File: src/rtl/ram_access_controller_pkg.sv
// Shared types and constants for the RAM access controller and its write pacer.
package ram_ctrl_pkg;

  localparam int NB_STATE      = 3;
  localparam int NB_WORD_COUNT = 7;
  localparam int WORD_STRIDE   = 4;

  typedef enum logic [NB_STATE-1:0] {
    ST_IDLE       = 3'd0,
    ST_LOAD_WAIT  = 3'd1,
    ST_LOAD_PULSE = 3'd2,
    ST_LOAD_GAP   = 3'd3,
    ST_DUMP_ADDR  = 3'd4,
    ST_DUMP_WAIT  = 3'd5,
    ST_DUMP_OUT   = 3'd6
  } state_t;

  function automatic logic [NB_WORD_COUNT-1:0] clamp_count(
    input logic [NB_WORD_COUNT-1:0] req,
    input logic [NB_WORD_COUNT-1:0] limit
  );
    return (req > limit) ? limit : req;
  endfunction

endpackage

File: src/rtl/ram_access_controller_pacer.sv
// Write pacer: one-cycle write_data_next pulse followed by a WRITE_GAP idle window.
module ram_write_pacer #(
  parameter int WRITE_GAP = 6
) (
  input  logic i_clock,
  input  logic i_reset,
  input  logic i_start,
  output logic o_pulse,
  output logic o_busy
);

  localparam int NB_GAP = $clog2(WRITE_GAP + 2);

  logic              pulse_q, pulse_d;
  logic [NB_GAP-1:0] gap_q, gap_d;

  always_comb begin
    pulse_d = i_start;
    gap_d   = gap_q;
    if (i_start)
      gap_d = NB_GAP'(WRITE_GAP);
    else if (!pulse_q && gap_q != '0)
      gap_d = gap_q - NB_GAP'(1);
  end

  always_ff @(posedge i_clock or negedge i_reset) begin
    if (!i_reset) begin
      pulse_q <= 1'b0;
      gap_q   <= '0;
    end else begin
      pulse_q <= pulse_d;
      gap_q   <= gap_d;
    end
  end

  assign o_pulse = pulse_q;
  // Drops during the final gap cycle so the caller's FSM leaves exactly on time.
  assign o_busy  = pulse_q || (gap_q > NB_GAP'(1));

endmodule

File: src/rtl/ram_access_controller.sv
// Arbitrates ram_memory between loader, dumper and CPU fetch.
// Optional RAM_ACCESS_STATS_EN adds o_stall_cycles (saturating stall-cycle counter).
module ram_access_controller
  import ram_ctrl_pkg::*;
#(
  parameter int NB_DATA      = 32,
  parameter int NB_ADDRESS   = 8,
  parameter int RAM_DEPTH    = 256,
  parameter int WRITE_GAP    = 6,
  parameter int READ_LATENCY = 1
) (
  input  logic                     i_clock,
  input  logic                     i_reset,
  input  logic                     i_load_start,
  input  logic                     i_load_end,
  input  logic [NB_DATA-1:0]       i_load_data,
  input  logic                     i_load_valid,
  output logic                     o_load_ready,
  output logic                     o_load_full,
  input  logic                     i_dump_start,
  input  logic [NB_WORD_COUNT-1:0] i_dump_count,
  output logic [NB_DATA-1:0]       o_dump_data,
  output logic                     o_dump_valid,
  input  logic                     i_dump_ready,
  output logic                     o_dump_done,
  input  logic [NB_ADDRESS-1:0]    i_fetch_address,
  output logic [NB_DATA-1:0]       o_fetch_data,
  output logic                     o_fetch_stall,
  output logic [NB_WORD_COUNT-1:0] o_word_count,
  output logic [NB_ADDRESS-1:0]    o_ram_read_address,
  output logic [NB_DATA-1:0]       o_ram_write_data,
  output logic                     o_ram_write_enable,
  output logic                     o_ram_write_data_next,
  input  logic [NB_DATA-1:0]       i_ram_read_data
`ifdef RAM_ACCESS_STATS_EN
  ,output logic [15:0]             o_stall_cycles
`endif
);

  localparam logic [NB_WORD_COUNT-1:0] WORDS = NB_WORD_COUNT'(RAM_DEPTH / WORD_STRIDE);
  localparam int NB_LAT = $clog2(READ_LATENCY + 2);

  state_t                     state_q, state_d;
  logic [NB_WORD_COUNT-1:0]   word_cnt_q, word_cnt_d;
  logic [NB_WORD_COUNT-1:0]   dump_idx_q, dump_idx_d;
  logic [NB_WORD_COUNT-1:0]   dump_cnt_q, dump_cnt_d;
  logic [NB_LAT-1:0]          lat_q, lat_d;
  logic                       end_seen_q, end_seen_d;
  logic [NB_DATA-1:0]         wdata_q, wdata_d;
  logic [NB_DATA-1:0]         dump_data_q, dump_data_d;
  logic                       dump_valid_q, dump_valid_d;
  logic                       dump_done_q, dump_done_d;
  logic                       wr_en_q, wr_en_d;
  logic                       stall_q, stall_d;
  logic                       load_full, load_ready, load_hs;
  logic                       pacer_pulse, pacer_busy;
  logic                       in_dump;

  assign load_full  = (word_cnt_q == WORDS);
  assign load_ready = (state_q == ST_LOAD_WAIT) && !load_full && !i_load_end;
  assign load_hs    = load_ready && i_load_valid;

  ram_write_pacer #(.WRITE_GAP(WRITE_GAP)) u_pacer (
    .i_clock (i_clock),
    .i_reset (i_reset),
    .i_start (load_hs),
    .o_pulse (pacer_pulse),
    .o_busy  (pacer_busy)
  );

  always_comb begin
    state_d     = state_q;
    word_cnt_d  = word_cnt_q;
    dump_idx_d  = dump_idx_q;
    dump_cnt_d  = dump_cnt_q;
    lat_d       = lat_q;
    end_seen_d  = end_seen_q;
    wdata_d     = wdata_q;
    dump_data_d = dump_data_q;
    dump_done_d = 1'b0;
    case (state_q)
      ST_IDLE: begin
        if (i_load_start) begin
          state_d    = ST_LOAD_WAIT;
          end_seen_d = 1'b0;
        end else if (i_dump_start) begin
          state_d    = ST_DUMP_ADDR;
          dump_idx_d = '0;
          dump_cnt_d = clamp_count(i_dump_count, WORDS);
        end
      end
      ST_LOAD_WAIT: begin
        if (i_load_end) begin
          state_d = ST_IDLE;
        end else if (load_hs) begin
          wdata_d = i_load_data;
          state_d = ST_LOAD_PULSE;
        end
      end
      ST_LOAD_PULSE: begin
        if (i_load_end) end_seen_d = 1'b1;
        if (word_cnt_q != WORDS) word_cnt_d = word_cnt_q + NB_WORD_COUNT'(1);
        if (WRITE_GAP == 0)
          state_d = (end_seen_q || i_load_end) ? ST_IDLE : ST_LOAD_WAIT;
        else
          state_d = ST_LOAD_GAP;
      end
      ST_LOAD_GAP: begin
        if (i_load_end) end_seen_d = 1'b1;
        if (!pacer_busy)
          state_d = (end_seen_q || i_load_end) ? ST_IDLE : ST_LOAD_WAIT;
      end
      ST_DUMP_ADDR: begin
        if (dump_cnt_q == '0) begin
          dump_done_d = 1'b1;
          state_d     = ST_IDLE;
        end else if (READ_LATENCY == 0) begin
          dump_data_d = i_ram_read_data;
          state_d     = ST_DUMP_OUT;
        end else begin
          lat_d   = '0;
          state_d = ST_DUMP_WAIT;
        end
      end
      ST_DUMP_WAIT: begin
        if (lat_q == NB_LAT'(READ_LATENCY - 1)) begin
          dump_data_d = i_ram_read_data;
          state_d     = ST_DUMP_OUT;
        end else begin
          lat_d = lat_q + NB_LAT'(1);
        end
      end
      ST_DUMP_OUT: begin
        if (i_dump_ready) begin
          dump_idx_d = dump_idx_q + NB_WORD_COUNT'(1);
          if ((dump_idx_q + NB_WORD_COUNT'(1)) == dump_cnt_q) begin
            dump_done_d = 1'b1;
            state_d     = ST_IDLE;
          end else begin
            state_d = ST_DUMP_ADDR;
          end
        end
      end
      default: state_d = ST_IDLE;
    endcase
    // Status outputs are registered from the next state so they align with it.
    wr_en_d      = state_d inside {ST_LOAD_WAIT, ST_LOAD_PULSE, ST_LOAD_GAP};
    stall_d      = (state_d != ST_IDLE);
    dump_valid_d = (state_d == ST_DUMP_OUT);
  end

  always_ff @(posedge i_clock or negedge i_reset) begin
    if (!i_reset) begin
      state_q      <= ST_IDLE;
      word_cnt_q   <= '0;
      dump_idx_q   <= '0;
      dump_cnt_q   <= '0;
      lat_q        <= '0;
      end_seen_q   <= 1'b0;
      wdata_q      <= '0;
      dump_data_q  <= '0;
      dump_valid_q <= 1'b0;
      dump_done_q  <= 1'b0;
      wr_en_q      <= 1'b0;
      stall_q      <= 1'b0;
    end else begin
      state_q      <= state_d;
      word_cnt_q   <= word_cnt_d;
      dump_idx_q   <= dump_idx_d;
      dump_cnt_q   <= dump_cnt_d;
      lat_q        <= lat_d;
      end_seen_q   <= end_seen_d;
      wdata_q      <= wdata_d;
      dump_data_q  <= dump_data_d;
      dump_valid_q <= dump_valid_d;
      dump_done_q  <= dump_done_d;
      wr_en_q      <= wr_en_d;
      stall_q      <= stall_d;
    end
  end

  assign in_dump = state_q inside {ST_DUMP_ADDR, ST_DUMP_WAIT, ST_DUMP_OUT};

  assign o_ram_read_address    = in_dump ? NB_ADDRESS'(dump_idx_q * WORD_STRIDE) : i_fetch_address;
  assign o_fetch_data          = (state_q == ST_IDLE) ? i_ram_read_data : '0;
  assign o_fetch_stall         = stall_q;
  assign o_load_ready          = load_ready;
  assign o_load_full           = load_full;
  assign o_word_count          = word_cnt_q;
  assign o_dump_data           = dump_data_q;
  assign o_dump_valid          = dump_valid_q;
  assign o_dump_done           = dump_done_q;
  assign o_ram_write_data      = wdata_q;
  assign o_ram_write_enable    = wr_en_q;
  assign o_ram_write_data_next = pacer_pulse;

`ifdef RAM_ACCESS_STATS_EN
  logic [15:0] stall_cyc_q, stall_cyc_d;

  always_comb begin
    stall_cyc_d = stall_cyc_q;
    if (stall_q && stall_cyc_q != 16'hFFFF) stall_cyc_d = stall_cyc_q + 16'd1;
  end

  always_ff @(posedge i_clock or negedge i_reset) begin
    if (!i_reset) stall_cyc_q <= '0;
    else          stall_cyc_q <= stall_cyc_d;
  end

  assign o_stall_cycles = stall_cyc_q;
`endif

endmodule

File: config.mk
export PLATFORM = sky130hd
export DESIGN_NAME = ram_access_controller
export DESIGN_NICKNAME = d
export VERILOG_FILES = /design/src/rtl/ram_access_controller_pkg.sv /design/src/rtl/ram_access_controller_pacer.sv /design/src/rtl/ram_access_controller.sv
export SDC_FILE = /design/constraint.sdc
export NUM_CORES = 1
export LEC_CHECK = 0
export ABC_AREA = 1
export BUFFER_PORTS_ARGS = -buffer_cell sky130_fd_sc_hd__buf_2
export CORE_MARGIN = 5
export CORE_UTILIZATION = 30
export DETAILED_ROUTE_END_ITERATION = 7
export MAX_ROUTING_LAYER = met4
export RECOVER_POWER = 25
export SETUP_SLACK_MARGIN = 0.3
export SLEW_MARGIN = 10
export SYNTH_ARGS = -nofsm -noshare
export SYNTH_HDL_FRONTEND = slang
export SYNTH_SLANG_ARGS = --single-unit
File: constraint.sdc
create_clock -name i_clock -period 1.49 [get_ports i_clock]
set_input_delay 0.298 -clock i_clock [delete_from_list [all_inputs] [get_ports i_clock]]
set_output_delay 0.298 -clock i_clock [all_outputs]
set_load 0.01 [all_outputs]
==> results of run 1 <==
[cells in the mapped netlist (all sizes together)]
library cell,count
nand2,198
dfrtp,99
inv,84
nor2,62
o21ai,51
nand3,26
buf,13
ha,7
clkbuf,6
a21oi,5
o22ai,5
xor2,4
nand4,3
nor3,3
xnor2,3
and3,1
nor4,1
o211ai,1
o21bai,1
o31ai,1
[per-stage QoR]
stage               hold slack [ns]  cells   util  cell area [sq um]  setup TNS [ns]
floorplan                   0.00241    574      -               4850               0
global placement              0.109    993  0.420               6330           -2.47
detailed placement            0.110    993  0.420               6330           -3.99
CTS                           0.124   1028  0.483               7290          -15.18
global route                  0.134   1070  0.530               7990          -32.12
finish                        0.139   1070  0.530               7990          -18.74
[state kept, by name, indices dropped and copies added, names as in the netlist, 2 cells and up]
name,flops
u_pacer.gap_q,3
dump_idx_q,7
lat_q,2
state_q,3
o_dump_data,32
dump_cnt_q,7
o_ram_write_data,32
o_word_count,7
[power breakdown]
| group | switching, uW | total [uW] | internal, uW |
|---|---|---|---|
| logic | 4240 | 8560 | 4320 |
| registers | 773 | 4660 | 3890 |
| clock network | 1030 | 2510 | 1480 |
| total | 6040 | 15700 | 9690 |
[cells by family (layout without fill, tap and decap cells)]
family	Yosys count	after routing	share of synthesized area
compound gates	64	64	0.0731
xor+xnor	7	7	0.0134
buf+inv	103	411	0.0937
simple gates	294	294	0.258
flops	99	99	0.542
fa+ha+maj	7	7	0.0192
[worst register-to-register path: stages (launching register included)]
cell     delay (ns)
dfrtp_1        0.39
inv_2          0.07
buf_6          0.10
nand3_4        0.16
buf_4          0.20
buf_6          0.11
nor3_4         0.22
buf_4          0.15
nor2_2         0.04
buf_4          0.13
nand2_1        0.04
o21ai_1        0.05
[per-layer routing]
| layer | share of wire | global-route usage | vias to the layer above |
|---|---|---|---|
| met3 | 0.063 | 0.0419 | 10 |
| met2 | 0.48 | 0.246 | 146 |
| li1 | - | - | 2369 |
| met4 | 0.012 | 0.0394 | 0 |
| met5 | 0 | - | - |
| met1 | 0.44 | 0.191 | 2131 |
[final cells by class]
| cell class | instances | area share |
|---|---|---|
| repair inverters | 1 | 0.00204 |
| repair buffers | 310 | 0.296 |
| flip-flops and latches | 99 | 0.310 |
| inverters | 84 | 0.0413 |
| clock buffers | 10 | 0.0286 |
| clock inverters | 6 | 0.0113 |
| well taps | 188 | 0.0294 |
| multi-input cells | 372 | 0.281 |
[path summary, 6_finish.rpt]
| check | startpoint | to | slack, ns | cells past startpoint |
|---|---|---|---|---|
| max | state_q[2] | o_fetch_data[28] | -0.32 | 6 |
| min | i_load_data[24] | o_ram_write_data[24] | 0.14 | 3 |
| max reg2reg | state_q[2] | dump_idx_q[0] | -0.29 | 11 |
| min reg2reg | o_ram_write_data[12] | o_ram_write_data[12] | 0.47 | 2 |
| max in group asynchronous | i_reset | o_word_count[0] | 0.23 | 3 |
| min in group asynchronous | i_reset | o_ram_write_data[25] | 0.32 | 2 |
[repair_timing]
action | 4_1_cts | 5_1_grt
pin swaps | 34 | 14
gates resized for setup | 112 | 71
buffers inserted | 16 | 35
endpoints found under the hold margin | 99 | 0
hold buffers | 1 | 0
setup endpoints to repair | 170 | 211
cloned | 2 | 7
==> summary.txt, run 1 <==
Status: complete, but fails checks
Failing checks: setup timing
FMAX: 0.551 GHz
Max-slew headroom: 0.596
CP max stage cell: dfrtp_1
Hold Vio Cnt, Final: 0
Ranking of synthesized cells by area: dfrtp_1, nand2_1, inv_1
Post-DP HPWL: 9610 um
CP cell instances: inv_2 -> buf_6 -> nand3_4 -> buf_16 -> nor2_2 -> buf_2
Max Cap Viol: 0
Final setup violation count: 126
Setup ws final: -0.323 ns
Die Y: 133 um
CP peak stage delay: 0.39 ns
First-pass GRT wire length: 21600 um
Sequential cell area: 0.00248 sq mm
Fin crit period: 1.81 ns
Via density: 4.35
Fin. max-slew vios: 0
CTS tree: built
Worst clock skew: 0.00472 ns
RSZ-0062 raised after global routing: true
Sinks on Clock Net: 99
Area Overhead vs Synth: 75.0%
Final Wtd Congestion: 0.857
Maximum vdd drop: 0.990 mV
Detailed-route wire length: 14500 um
DRT Pass-1 Iters: 6
Most common cell after layout, fill and taps aside: nand2_1
# port buffers: 203
Post-synth top area cell: dfrtp_1
Grt ovf: 0
Layout fillers: 1385
Worst Hold Class: in2reg
Syn. warnings: 0
Yosys top cell area share: 0.542
Seq/Total Area, Yosys: 0.542
Global Route Usage Sum: 0.153
Worst slew pin tran: 0.606 ns
Crit Path Max Fanout: 16
Reg clk slew, reported paths: 0.07 ns
Leak Pwr: 0.00431 uW
Pin count of the biggest net entering global routing: 54
Final ANT Viol Nets: 0
Cell count after synthesis: 574
1st-iter DRT viols: 137
Power Dens Cells: 1970 mW/mm^2
Vias in the first global route: 4546
Ports: 204
Max clock buf depth: 2
Crit-path leading delay family: buffers and inverters
Synth Register Bits: 99
Die W: 133 um
CP Data Required Time: 1.19 ns
Area of the multi-input gates: 0.00225 sq mm
Antenna cells: 0
CTS Root Cell: clkbuf_16
FP Rows: 45
Synth Area per Inst: 7.96 sq um
Worst skew pair latency: 0.34 ns
Layout cells sized above 1: 0.517
Post-synth net total: 667
Final period utilization: 1.22
Initial Util: 0.303
Yosys cell types: 27
Area of the mapped netlist: 0.00457 sq mm
Pre-CTS WS: -0.128 ns
Antenna violations before repair: 0
Die area: 0.0178 sq mm
Core area: 0.0151 sq mm
CTS buffer count: 9
DRC: 0
Nets: 970
Commonest cells after routing, fill and taps aside: nand2_1, buf_2, dfrtp_1
Data arrival, critical path: 1.52 ns
Critical path buffer and inverter count: 4
Max H-tree Level: 3
Crit Path Category: reg2out
Avg WL per Cell: 13.6 um
Total Power: 15700 uW
Critical Path Sink Type: output pin
Startpoint Class: register
DR vias: 4656
(Power assumes the default switching activity.)
==> run 2: changes to the inputs <==
- CORE_UTILIZATION: 30 -> 43
- PLACE_DENSITY: not set -> 0.77
==> summary.txt, run 2 (same netlist as run 1, synthesis figures left out) <==
Clk pwr share: 0.114 (was 0.159)
Nets: 964 (was 970)
RSZ-0062 raised after global routing: true (unchanged)
WP depth: 5 (was 6)
Detailed-route wire length: 16500 um (was 14500 um)
Critical path buffer and inverter count: 3 (was 4)
Worst skew pair latency: 0.36 ns (was 0.34 ns)
Max Cap Viol: 0 (unchanged)
Max-slew headroom: 0.596 (about the same)
Failing checks: setup timing (unchanged)
Area of the multi-input gates: 0.00230 sq mm (was 0.00225 sq mm)
Die area: 0.0128 sq mm (was 0.0178 sq mm)
CP cell instances: inv_4 -> nand3_4 -> buf_12 -> nor2_2 -> buf_2 (was inv_2 -> buf_6 -> nand3_4 -> buf_16 -> nor2_2 -> buf_2)
CP Data Required Time: 1.19 ns (about the same)
Sw Pwr: 6320 uW (was 6040 uW)
Core area: 0.0103 sq mm (was 0.0151 sq mm)
Vias in the first global route: 4937 (was 4546)
Pre-CTS WS: -0.132 ns (was -0.128 ns)
Avg WL per Cell: 16.3 um (was 13.6 um)
CTS Root Cell: clkbuf_8 (was clkbuf_16)
CTS buffer count: 9 (unchanged)
Setup ws final: -0.362 ns (was -0.323 ns)
Net Sw Frac: 0.410 (was 0.384)
Pint: 9100 uW (was 9690 uW)
Hold Vio Cnt, Final: 0 (unchanged)
Fin. max-slew vios: 0 (unchanged)
Maximum vdd drop: 1.06 mV (was 0.990 mV)
Final Wtd Congestion: 0.955 (was 0.857)
Worst clock skew: 0.0127 ns (was 0.00472 ns)
DR vias: 5039 (was 4656)
FMAX: 0.540 GHz (was 0.551 GHz)
Most common cell after layout, fill and taps aside: buf_2 (was nand2_1)
Critical Path Sink Type: output pin (unchanged)
Leak Pwr: 0.00426 uW (was 0.00431 uW)
Crit-path leading delay family: buffers and inverters (unchanged)
Die Y: 113 um (was 133 um)
CP max stage cell: dfrtp_1 (unchanged)
Worst slew pin tran: 0.607 ns (was 0.606 ns)
Data arrival, critical path: 1.55 ns (was 1.52 ns)
1st-iter DRT viols: 231 (was 137)
Power Dens Cells: 1970 mW/mm^2 (about the same)
Fin crit period: 1.85 ns (was 1.81 ns)
Final ANT Viol Nets: 0 (unchanged)
Sequential cell area: 0.00248 sq mm (about the same)
DRT Pass-1 Iters: 7 (was 6)
Antenna violations before repair: 0 (unchanged)
Start point of the critical path: state_q[2] (unchanged)
Max clock buf depth: 2 (unchanged)
Layout cells sized above 1: 0.546 (was 0.517)
First-pass GRT wire length: 23400 um (was 21600 um)
Ports: 204 (unchanged)
Reg clk slew, reported paths: 0.10 ns (was 0.07 ns)
Sinks on Clock Net: 99 (unchanged)
Worst Hold Class: in2reg (unchanged)
Initial Util: 0.442 (was 0.303)
Die W: 113 um (was 133 um)
Startpoint Class: register (unchanged)
CTS tree: built (unchanged)
DRC: 0 (unchanged)
R2r startpoint: state_q[1] (was state_q[2])
CP peak stage delay: 0.44 ns (was 0.39 ns)
Via density: 4.98 (was 4.35)
Final period utilization: 1.24 (was 1.22)
FP Rows: 37 (was 45)
Area Overhead vs Synth: 71.2% (was 75.0%)
Commonest cells after routing, fill and taps aside: buf_2, nand2_1, dfrtp_1 (was nand2_1, buf_2, dfrtp_1)
Final setup violation count: 135 (was 126)
Grt ovf: 0 (unchanged)
Status: complete, but fails checks (unchanged)
Capture point of the critical path: o_fetch_data[20] (was o_fetch_data[28])
Global Route Usage Sum: 0.230 (was 0.153)
Reg2reg path depth: 11 (unchanged)
Max H-tree Level: 3 (unchanged)
Placed Instances: 918 (was 993)
Layout fillers: 685 (was 1385)
Worst r2r dst: o_dump_data[8] (was dump_idx_q[0])
Fin cells: 1011 (was 1070)
# port buffers: 203 (unchanged)
Antenna cells: 0 (unchanged)
Reg2Reg Setup Slack: -0.20 ns (was -0.29 ns)
Crit Path Max Fanout: 18 (was 16)
Pin count of the biggest net entering global routing: 44 (was 54)
Combinational power share: 0.578 (was 0.544)
Crit Path Category: reg2out (unchanged)
Part of the power in registers: 0.308 (was 0.296)
Post-DP HPWL: 10000 um (was 9610 um)
[run 2: changes by cell type in the layout (fill, tap and decap cells not counted), moves of 5 or more]
cell,delta
buf_6,-9
o21ai_2,-5
nand2_1,-27
clkbuf_8,+11
buf_4,-8
clkbuf_16,-11
o21ai_1,+8
buf_2,+10
nand2_2,+31
[run 2: area by class of cell]
type / count / share of cell area
repair buffers: 305 / 0.298
inverters: 84 / 0.0435
clock buffers: 11 / 0.0194
clock inverters: 4 / 0.00640
flip-flops and latches: 99 / 0.317
well taps: 136 / 0.0218
multi-input cells: 372 / 0.294
[run 2: per-stage QoR]
stage	util	cell area, sq um	setup TNS (ns)	power (uW)	hold slack (ns)
after floorplan	-	4850	0	8010	0.00241
after global placement	0.588	6070	-1.23	10100	0.216
after detailed placement	0.588	6070	-4.12	10300	0.217
after CTS	0.677	6990	-15.47	13300	0.115
after global routing	0.758	7820	-29.81	16400	0.116
final	0.758	7820	-22.46	15400	0.127
[run 2: power by group through the flow]
stage | Combinational (uW) | Clock [uW] | Sequential [uW]
4_1_cts | 6860 | 1810 | 4650
3_5_place_dp | 5750 | 0 | 4600
6_report | 8900 | 1760 | 4750
3_3_place_gp | 5500 | 0 | 4560
5_1_grt | 9570 | 1930 | 4860
2_1_floorplan | 2990 | 0 | 5030
[run 2: tightest hold or removal path, cell delays in order]
cell and delay [ns]:
buf_2 0.08, nand2_2 0.04, nand2_1 0.04
[run 2: per-layer routing]
metal	global-route usage	wire length [um]
met1	0.268	6260
met4	0.0801	499
met2	0.393	8540
met5	-	0
met3	0.0519	1210
[run 2: worst min-delay path by stage]
| stage | to | slack [ns] | depth (start not counted) | start |
|---|---|---|---|---|
| floorplan | dump_cnt_q[0] | 0.002 | 0 | i_reset |
| global placement | o_dump_data[5] | 0.22 | 1 | i_reset |
| detailed placement | o_dump_data[5] | 0.22 | 1 | i_reset |
| CTS | o_ram_write_data[27] | 0.12 | 3 | i_load_data[27] |
| global route | o_ram_write_data[13] | 0.12 | 3 | i_load_data[13] |
| finish | o_ram_write_data[27] | 0.13 | 3 | i_load_data[27] |
[run 2: repair_timing]
action                                 4_1_cts  5_1_grt
setup endpoints to repair                  208      214
gates cloned                                 7        2
endpoints found under the hold margin       19        0
gates resized for setup                    110      100
buffers inserted                            21       47
pin swaps                                   15       11
hold buffers                                 1        0
